<file path="src/rtl/apb_regfile_pkg.sv">
// rtl/apb_regfile_pkg.sv - shared types and address decode for the APB register bank
package apb_regfile_pkg;

    typedef enum logic [1:0] {
        ST_IDLE,
        ST_WAIT,
        ST_RESP
    } state_t;

    typedef struct packed {
        logic [7:0] idx;
        logic       err;
    } decode_t;

    // err covers misalignment and out-of-range; read-only checks need the access type
    function automatic decode_t decode_addr(input logic [63:0] addr,
                                            input int unsigned lsb,
                                            input int unsigned num_regs);
        decode_t     d;
        logic [63:0] q;
        logic [63:0] mask;
        q     = addr >> lsb;
        mask  = (64'd1 << lsb) - 64'd1;
        d.idx = q[7:0];
        d.err = ((addr & mask) != 64'd0) || (q >= 64'(num_regs));
        return d;
    endfunction

endpackage

</file>
<file path="src/rtl/apb_regfile_slave_if.sv">
// rtl/apb_regfile_slave_if.sv - APB3 bus bundle for the register bank slave
interface apb_regfile_slave_if #(
    parameter int ADDR_WIDTH = 32,
    parameter int DATA_WIDTH = 32
);
    logic                    psel;
    logic                    penable;
    logic                    pwrite;
    logic [ADDR_WIDTH-1:0]   paddr;
    logic [DATA_WIDTH-1:0]   pwdata;
    logic [DATA_WIDTH/8-1:0] pstrb;
    logic [DATA_WIDTH-1:0]   prdata;
    logic                    pready;
    logic                    pslverr;

    modport master (
        output psel, penable, pwrite, paddr, pwdata, pstrb,
        input  prdata, pready, pslverr
    );

    modport slave (
        input  psel, penable, pwrite, paddr, pwdata, pstrb,
        output prdata, pready, pslverr
    );
endinterface

</file>
<file path="src/rtl/apb_reg_bank.sv">
// rtl/apb_reg_bank.sv - register storage with per-byte strobe writes and a read mux
module apb_reg_bank #(
    parameter int DATA_WIDTH = 32,
    parameter int NUM_REGS   = 4
) (
    input  logic                           clk,
    input  logic                           rst,
    input  logic                           we,
    input  logic [7:0]                     idx,
    input  logic [DATA_WIDTH-1:0]          wdata,
    input  logic [DATA_WIDTH/8-1:0]        strb,
    output logic [DATA_WIDTH-1:0]          rdata,
    output logic [NUM_REGS*DATA_WIDTH-1:0] regs
);
    localparam int BYTES = DATA_WIDTH / 8;

    always_ff @(posedge clk or posedge rst) begin
        if (rst) begin
            regs <= '0;
        end else if (we) begin
            for (int i = 0; i < NUM_REGS; i++) begin
                for (int b = 0; b < BYTES; b++) begin
                    if (idx == 8'(i) && strb[b])
                        regs[i*DATA_WIDTH + b*8 +: 8] <= wdata[b*8 +: 8];
                end
            end
        end
    end

    always_comb begin
        rdata = '0;
        for (int i = 0; i < NUM_REGS; i++) begin
            if (idx == 8'(i))
                rdata = regs[i*DATA_WIDTH +: DATA_WIDTH];
        end
    end

endmodule

</file>
<file path="src/rtl/apb_regfile_slave.sv">
// rtl/apb_regfile_slave.sv - parametrised APB3 register bank slave with wait states and PSLVERR
module apb_regfile_slave
    import apb_regfile_pkg::*;
#(
    parameter int                DATA_WIDTH  = 32,
    parameter int                ADDR_WIDTH  = 32,
    parameter int                NUM_REGS    = 4,
    parameter int                WAIT_STATES = 0,
    parameter logic [NUM_REGS-1:0] RO_MASK   = '0
) (
    input  logic                           pclk,
    input  logic                           preset,
    apb_regfile_slave_if.slave             bus,
    output logic [NUM_REGS*DATA_WIDTH-1:0] regs_o
);
    localparam int unsigned LSB = $clog2(DATA_WIDTH / 8);

    state_t                  state, state_next;
    logic [3:0]              cnt, cnt_next;
    logic [DATA_WIDTH-1:0]   prdata_q, prdata_next, rdata;
    logic                    pready_q, pready_next;
    logic                    pslverr_q, pslverr_next;
    logic                    commit, err, bank_we;
    decode_t                 dec;
    logic [255:0]            ro_ext;

    assign ro_ext = 256'(RO_MASK);
    assign dec    = decode_addr(64'(bus.paddr), LSB, NUM_REGS);
    assign err    = dec.err || (bus.pwrite && ro_ext[dec.idx]);

    always_ff @(posedge pclk or posedge preset) begin
        if (preset) begin
            state     <= ST_IDLE;
            cnt       <= '0;
            prdata_q  <= '0;
            pready_q  <= 1'b0;
            pslverr_q <= 1'b0;
        end else begin
            state     <= state_next;
            cnt       <= cnt_next;
            prdata_q  <= prdata_next;
            pready_q  <= pready_next;
            pslverr_q <= pslverr_next;
        end
    end

    always_comb begin
        state_next = state;
        cnt_next   = cnt;
        case (state)
            ST_IDLE: begin
                if (bus.psel && !bus.penable) begin
                    state_next = ST_WAIT;
                    cnt_next   = 4'(WAIT_STATES);
                end
            end
            ST_WAIT: begin
                if (!bus.psel) begin
                    state_next = ST_IDLE;
                    cnt_next   = '0;
                end else if (bus.penable) begin
                    if (cnt != 4'd0) cnt_next   = cnt - 4'd1;
                    else             state_next = ST_RESP;
                end
            end
            ST_RESP:  state_next = ST_IDLE;
            default:  state_next = ST_IDLE;
        endcase
    end

    // PRDATA only moves on a completed read; write responses leave it untouched
    always_comb begin
        commit       = (state == ST_WAIT) && bus.psel && bus.penable && (cnt == 4'd0);
        bank_we      = commit && bus.pwrite && !err;
        pready_next  = commit;
        pslverr_next = commit && err;
        prdata_next  = prdata_q;
        if (commit && !bus.pwrite)
            prdata_next = err ? '0 : rdata;
    end

    apb_reg_bank #(
        .DATA_WIDTH (DATA_WIDTH),
        .NUM_REGS   (NUM_REGS)
    ) u_bank (
        .clk   (pclk),
        .rst   (preset),
        .we    (bank_we),
        .idx   (dec.idx),
        .wdata (bus.pwdata),
        .strb  (bus.pstrb),
        .rdata (rdata),
        .regs  (regs_o)
    );

    assign bus.prdata  = prdata_q;
    assign bus.pready  = pready_q;
    assign bus.pslverr = pslverr_q;

endmodule

</file>
<file path="src/flat_wrapper.sv">
// flat-port wrapper written by rule: the top's interface ports become plain ports
module apb_regfile_slave_flat import apb_regfile_pkg::*;
#(
    parameter int                DATA_WIDTH  = 32,
    parameter int                ADDR_WIDTH  = 32,
    parameter int                NUM_REGS    = 4,
    parameter int                WAIT_STATES = 0,
    parameter logic [NUM_REGS-1:0] RO_MASK   = '0
)
  (pclk, preset, regs_o, bus_psel, bus_penable, bus_pwrite, bus_paddr, bus_pwdata, bus_pstrb, bus_prdata, bus_pready, bus_pslverr);
  apb_regfile_slave_if #(.ADDR_WIDTH(ADDR_WIDTH), .DATA_WIDTH(DATA_WIDTH)) bus_i ();
  input  logic pclk;
  input  logic preset;
  output logic [NUM_REGS*DATA_WIDTH-1:0] regs_o;
  input wire logic [$bits(bus_i.psel)-1:0] bus_psel;
  input wire logic [$bits(bus_i.penable)-1:0] bus_penable;
  input wire logic [$bits(bus_i.pwrite)-1:0] bus_pwrite;
  input wire logic [$bits(bus_i.paddr)-1:0] bus_paddr;
  input wire logic [$bits(bus_i.pwdata)-1:0] bus_pwdata;
  input wire logic [$bits(bus_i.pstrb)-1:0] bus_pstrb;
  output wire logic [$bits(bus_i.prdata)-1:0] bus_prdata;
  output wire logic [$bits(bus_i.pready)-1:0] bus_pready;
  output wire logic [$bits(bus_i.pslverr)-1:0] bus_pslverr;
  assign bus_i.psel = bus_psel;
  assign bus_i.penable = bus_penable;
  assign bus_i.pwrite = bus_pwrite;
  assign bus_i.paddr = bus_paddr;
  assign bus_i.pwdata = bus_pwdata;
  assign bus_i.pstrb = bus_pstrb;
  assign bus_prdata = bus_i.prdata;
  assign bus_pready = bus_i.pready;
  assign bus_pslverr = bus_i.pslverr;
  apb_regfile_slave #(.DATA_WIDTH(DATA_WIDTH), .ADDR_WIDTH(ADDR_WIDTH), .NUM_REGS(NUM_REGS), .WAIT_STATES(WAIT_STATES), .RO_MASK(RO_MASK)) u_core (.pclk(pclk), .preset(preset), .bus(bus_i), .regs_o(regs_o));
endmodule
</file>
<file path="config.mk">
export PLATFORM = sky130hd
export DESIGN_NAME = apb_regfile_slave_flat
export DESIGN_NICKNAME = d
export VERILOG_FILES = /design/src/rtl/apb_regfile_pkg.sv /design/src/rtl/apb_regfile_slave_if.sv /design/src/rtl/apb_reg_bank.sv /design/src/rtl/apb_regfile_slave.sv /design/src/flat_wrapper.sv
export SDC_FILE = /design/constraint.sdc
export NUM_CORES = 1
export LEC_CHECK = 0
export ABC_AREA = 1
export BUFFER_PORTS_ARGS = -buffer_cell sky130_fd_sc_hd__buf_4
export CAP_MARGIN = 20
export CORE_MARGIN = 1
export CORE_UTILIZATION = 35
export CTS_CLUSTER_DIAMETER = 80
export DETAILED_ROUTE_END_ITERATION = 7
export GPL_ROUTABILITY_DRIVEN = 0
export PLACE_DENSITY_LB_ADDON = 0.2
export SLEW_MARGIN = 15
export SYNTH_ARGS = -nofsm -noshare
export SYNTH_HDL_FRONTEND = slang
export SYNTH_SLANG_ARGS = --single-unit
</file>
<file path="constraint.sdc">
create_clock -name pclk -period 7 [get_ports pclk]
set_input_delay 1.05 -clock pclk [delete_from_list [all_inputs] [get_ports pclk]]
set_output_delay 1.05 -clock pclk [all_outputs]
set_load 0.005 [all_outputs]
</file>
==> out/metrics.cfg <==
[setup_path]
worstPathMaxFanout = 76
r2r_setup_slack_ns = 4.00
path_class = primary input to register
cp.required_ns = 7.31
worstRegToRegCells = 10
critPathArrivalTime_ns = 3.89
endpoint_kind = register
worstReg2RegStart = u_core.cnt[0]
reg2reg_to = u_core.u_bank.regs[67]
start_kind = primary input

[drt]
post_drt_wl_per_cell_um = 18.87
vias = 8483
drtPass1Iterations = 5
wirelength_mm = 30.10
ant_nets = 0
drtIter0Drc = 738
post-route-drc-count = 0
vias_per_cell = 5.318

[place]
dpl.cell_count = 1562
place_hpwl_mm = 20.07
place.port_buffers = 234

[cells_and_area]
n_fill_cell = 2373
antenna_cells = 0
syn_to_final_growth_pct = 30.47
final-seq-area_um2 = 4204
multiInputGateArea_um2 = 3801
nets = 1338
drive_above_1_share_pct = 25.86
mostFrequentLayoutCells = nand2_1, buf_4, dfrtp_1
final_cells = 1595
final_common_cell = nand2_1

[outcome]
status = finished clean

[timing]
tns_ns = 0
period_share_pct = 51.04
slew_headroom_pct = 31.82
fin_skew_ns = 0.01271
max_freq_mhz = 279.9
tightestPinTransition_ns = 1.020
rsz0062_at_grt = no
finalCriticalPeriod_ns = 3.573
finalHoldViolCount = 0
setup-violations-final = 0
finalMaxSlewViolations = 0

[cts]
htree_levels = 4
cts_tree = yes
root_buffer = clkbuf_16
insertion_delay_ns = 0.43
cts_made_buffers = 17
cts.sinks = 168
cts_hold_buf = 0
clk_path_buf_depth = 2
post-cts-setup-buffers = 0
cts-resized-gates = 0
clk_pin_slew_worst_paths_ns = 0.06

[global_route]
grt_max_degree = 108
overflow = 0
antenna_found_initial = 0
grt_pass1_wl_mm = 46.57
grt_use_total_pct = 24.90
grt_pass1_vias = 8165

[die]
io_pins = 235
design.core.area_um2 = 23540
die_h_um = 157.1
rows = 56
start_util_pct = 35.75
die_area_um2 = 24670
fp.dieW_um = 157.1

[power]
power_density_nw_per_um2 = 193.1
leakagePower_nw = 6.055
max-vdd-ir-drop_v = 0.0001220

[synthesis]
synth_cells = 1058
avgSynthCellArea_um2 = 7.955
netlist_area_um2 = 8417
synth_edf_count = 0
ys.flop_type = dfrtp_1
syn-num-nets = 1133
yosysSeqAreaShare_pct = 49.95
synthArstFlopShare_pct = 100.0
ys_warn_count = 0
ys_ff_latch = 168
ys_types = 27

[min_path]
min_from = u_core.bus.prdata[19]
whs_endpoint = u_core.bus.prdata[19]
hold_path_depth = 2
hold_class = register to register

[run]
maxCapViolCount = 0

worst max-delay path, stage by stage:
cell and delay, ns:
buf_4 0.11, nor2_1 0.11, nand2_2 0.20, nor2_4 0.14, nand2_1 0.09, nor2_4 0.64
buf_4 0.76, nand3_1 0.51, nand2_1 0.17, nand2_1 0.07
stage by stage:
stage | setup WS [ns] | power [W] | utilization [%] | area [µm²] | hold slack [ns]
final | 3.427 | 0.002121 | 46.65 | 10980 | 0.4811
after CTS | 3.435 | 0.002134 | 46.53 | 10950 | 0.4845
after global routing | 3.178 | 0.002201 | 46.65 | 10980 | 0.4979
after global placement | 3.014 | 0.001212 | 44.14 | 10390 | 0.4637
after detailed placement | 2.978 | 0.001216 | 44.14 | 10390 | 0.4671
after floorplan | 1.403 | 0.001122 | - | 8417 | 0.4577
power by group:
part	switching, W	total (W)	internal (W)
Combinational	0.000123	0.000198	0.0000751
Clock	0.000420	0.000924	0.000504
Sequential	0.0000105	0.000999	0.000989
Total	0.000553	0.00212	0.00157
sequential cells by signal, summed over array words and instances (netlist names):
name	count
u_core.u_bank.regs	128
u_core.cnt	4
u_core.bus.pslverr	1
u_core.state	2
u_core.bus.pready	1
u_core.bus.prdata	32
cells in the mapped netlist (2+ instances only):
library cell | number | share of area, %
ha_1 | 2 | 0.30
o211ai_1 | 2 | 0.18
inv_1 | 33 | 1.5
nor2_2 | 13 | 0.97
nand3_1 | 107 | 6.4
nor3_2 | 4 | 0.48
a21oi_1 | 4 | 0.24
nor2_1 | 90 | 4.0
buf_2 | 33 | 2.0
nand3_2 | 16 | 1.9
nand2_1 | 377 | 17
or2_2 | 6 | 0.45
nand4_1 | 156 | 12
o21bai_1 | 3 | 0.27
inv_2 | 3 | 0.13
buf_4 | 7 | 0.62
o21ai_0 | 2 | 0.12
nand2_2 | 3 | 0.22
o31ai_1 | 2 | 0.18
dfrtp_1 | 168 | 50
clkbuf_1 | 21 | 0.94
worst max-delay path by stage:
| stage | slack, ns | from | end |
|---|---|---|---|
| floorplan | 1.40 | preset | u_core.bus.prdata[0] |
| global placement | 3.01 | bus_paddr[9] | u_core.u_bank.regs[119] |
| detailed placement | 2.98 | bus_paddr[9] | u_core.u_bank.regs[119] |
| CTS | 3.43 | bus_paddr[9] | u_core.u_bank.regs[119] |
| global route | 3.18 | bus_paddr[7] | u_core.u_bank.regs[114] |
| finish | 3.43 | bus_paddr[9] | u_core.u_bank.regs[119] |
layout make-up:
cell class	count	share of cell area, %
inverter	36	1.276
tap	319	3.634
clock inverter	13	1.094
sequential	168	38.28
timing repair buffer	247	17.07
clock buffer	19	4.033
multi-input combinational	793	34.61
metal layers:
metal,vias up,global-route usage [%],share of wire (%)
li1,4000,-,-
met1,4087,33.56,43
met2,345,40.59,48
met3,51,3.359,6.1
met4,0,9.616,2.5
met5,-,0,0
cells by family after synthesis:
| logic type | Yosys count | share of synthesized area (%) |
|---|---|---|
| simple gates | 778 | 43.65 |
| buf+inv | 97 | 5.129 |
| compound gates | 13 | 0.9810 |
| fa+ha+maj | 2 | 0.2973 |
| flops | 168 | 49.95 |
Note: power is estimated with default switching activity, not from simulation.
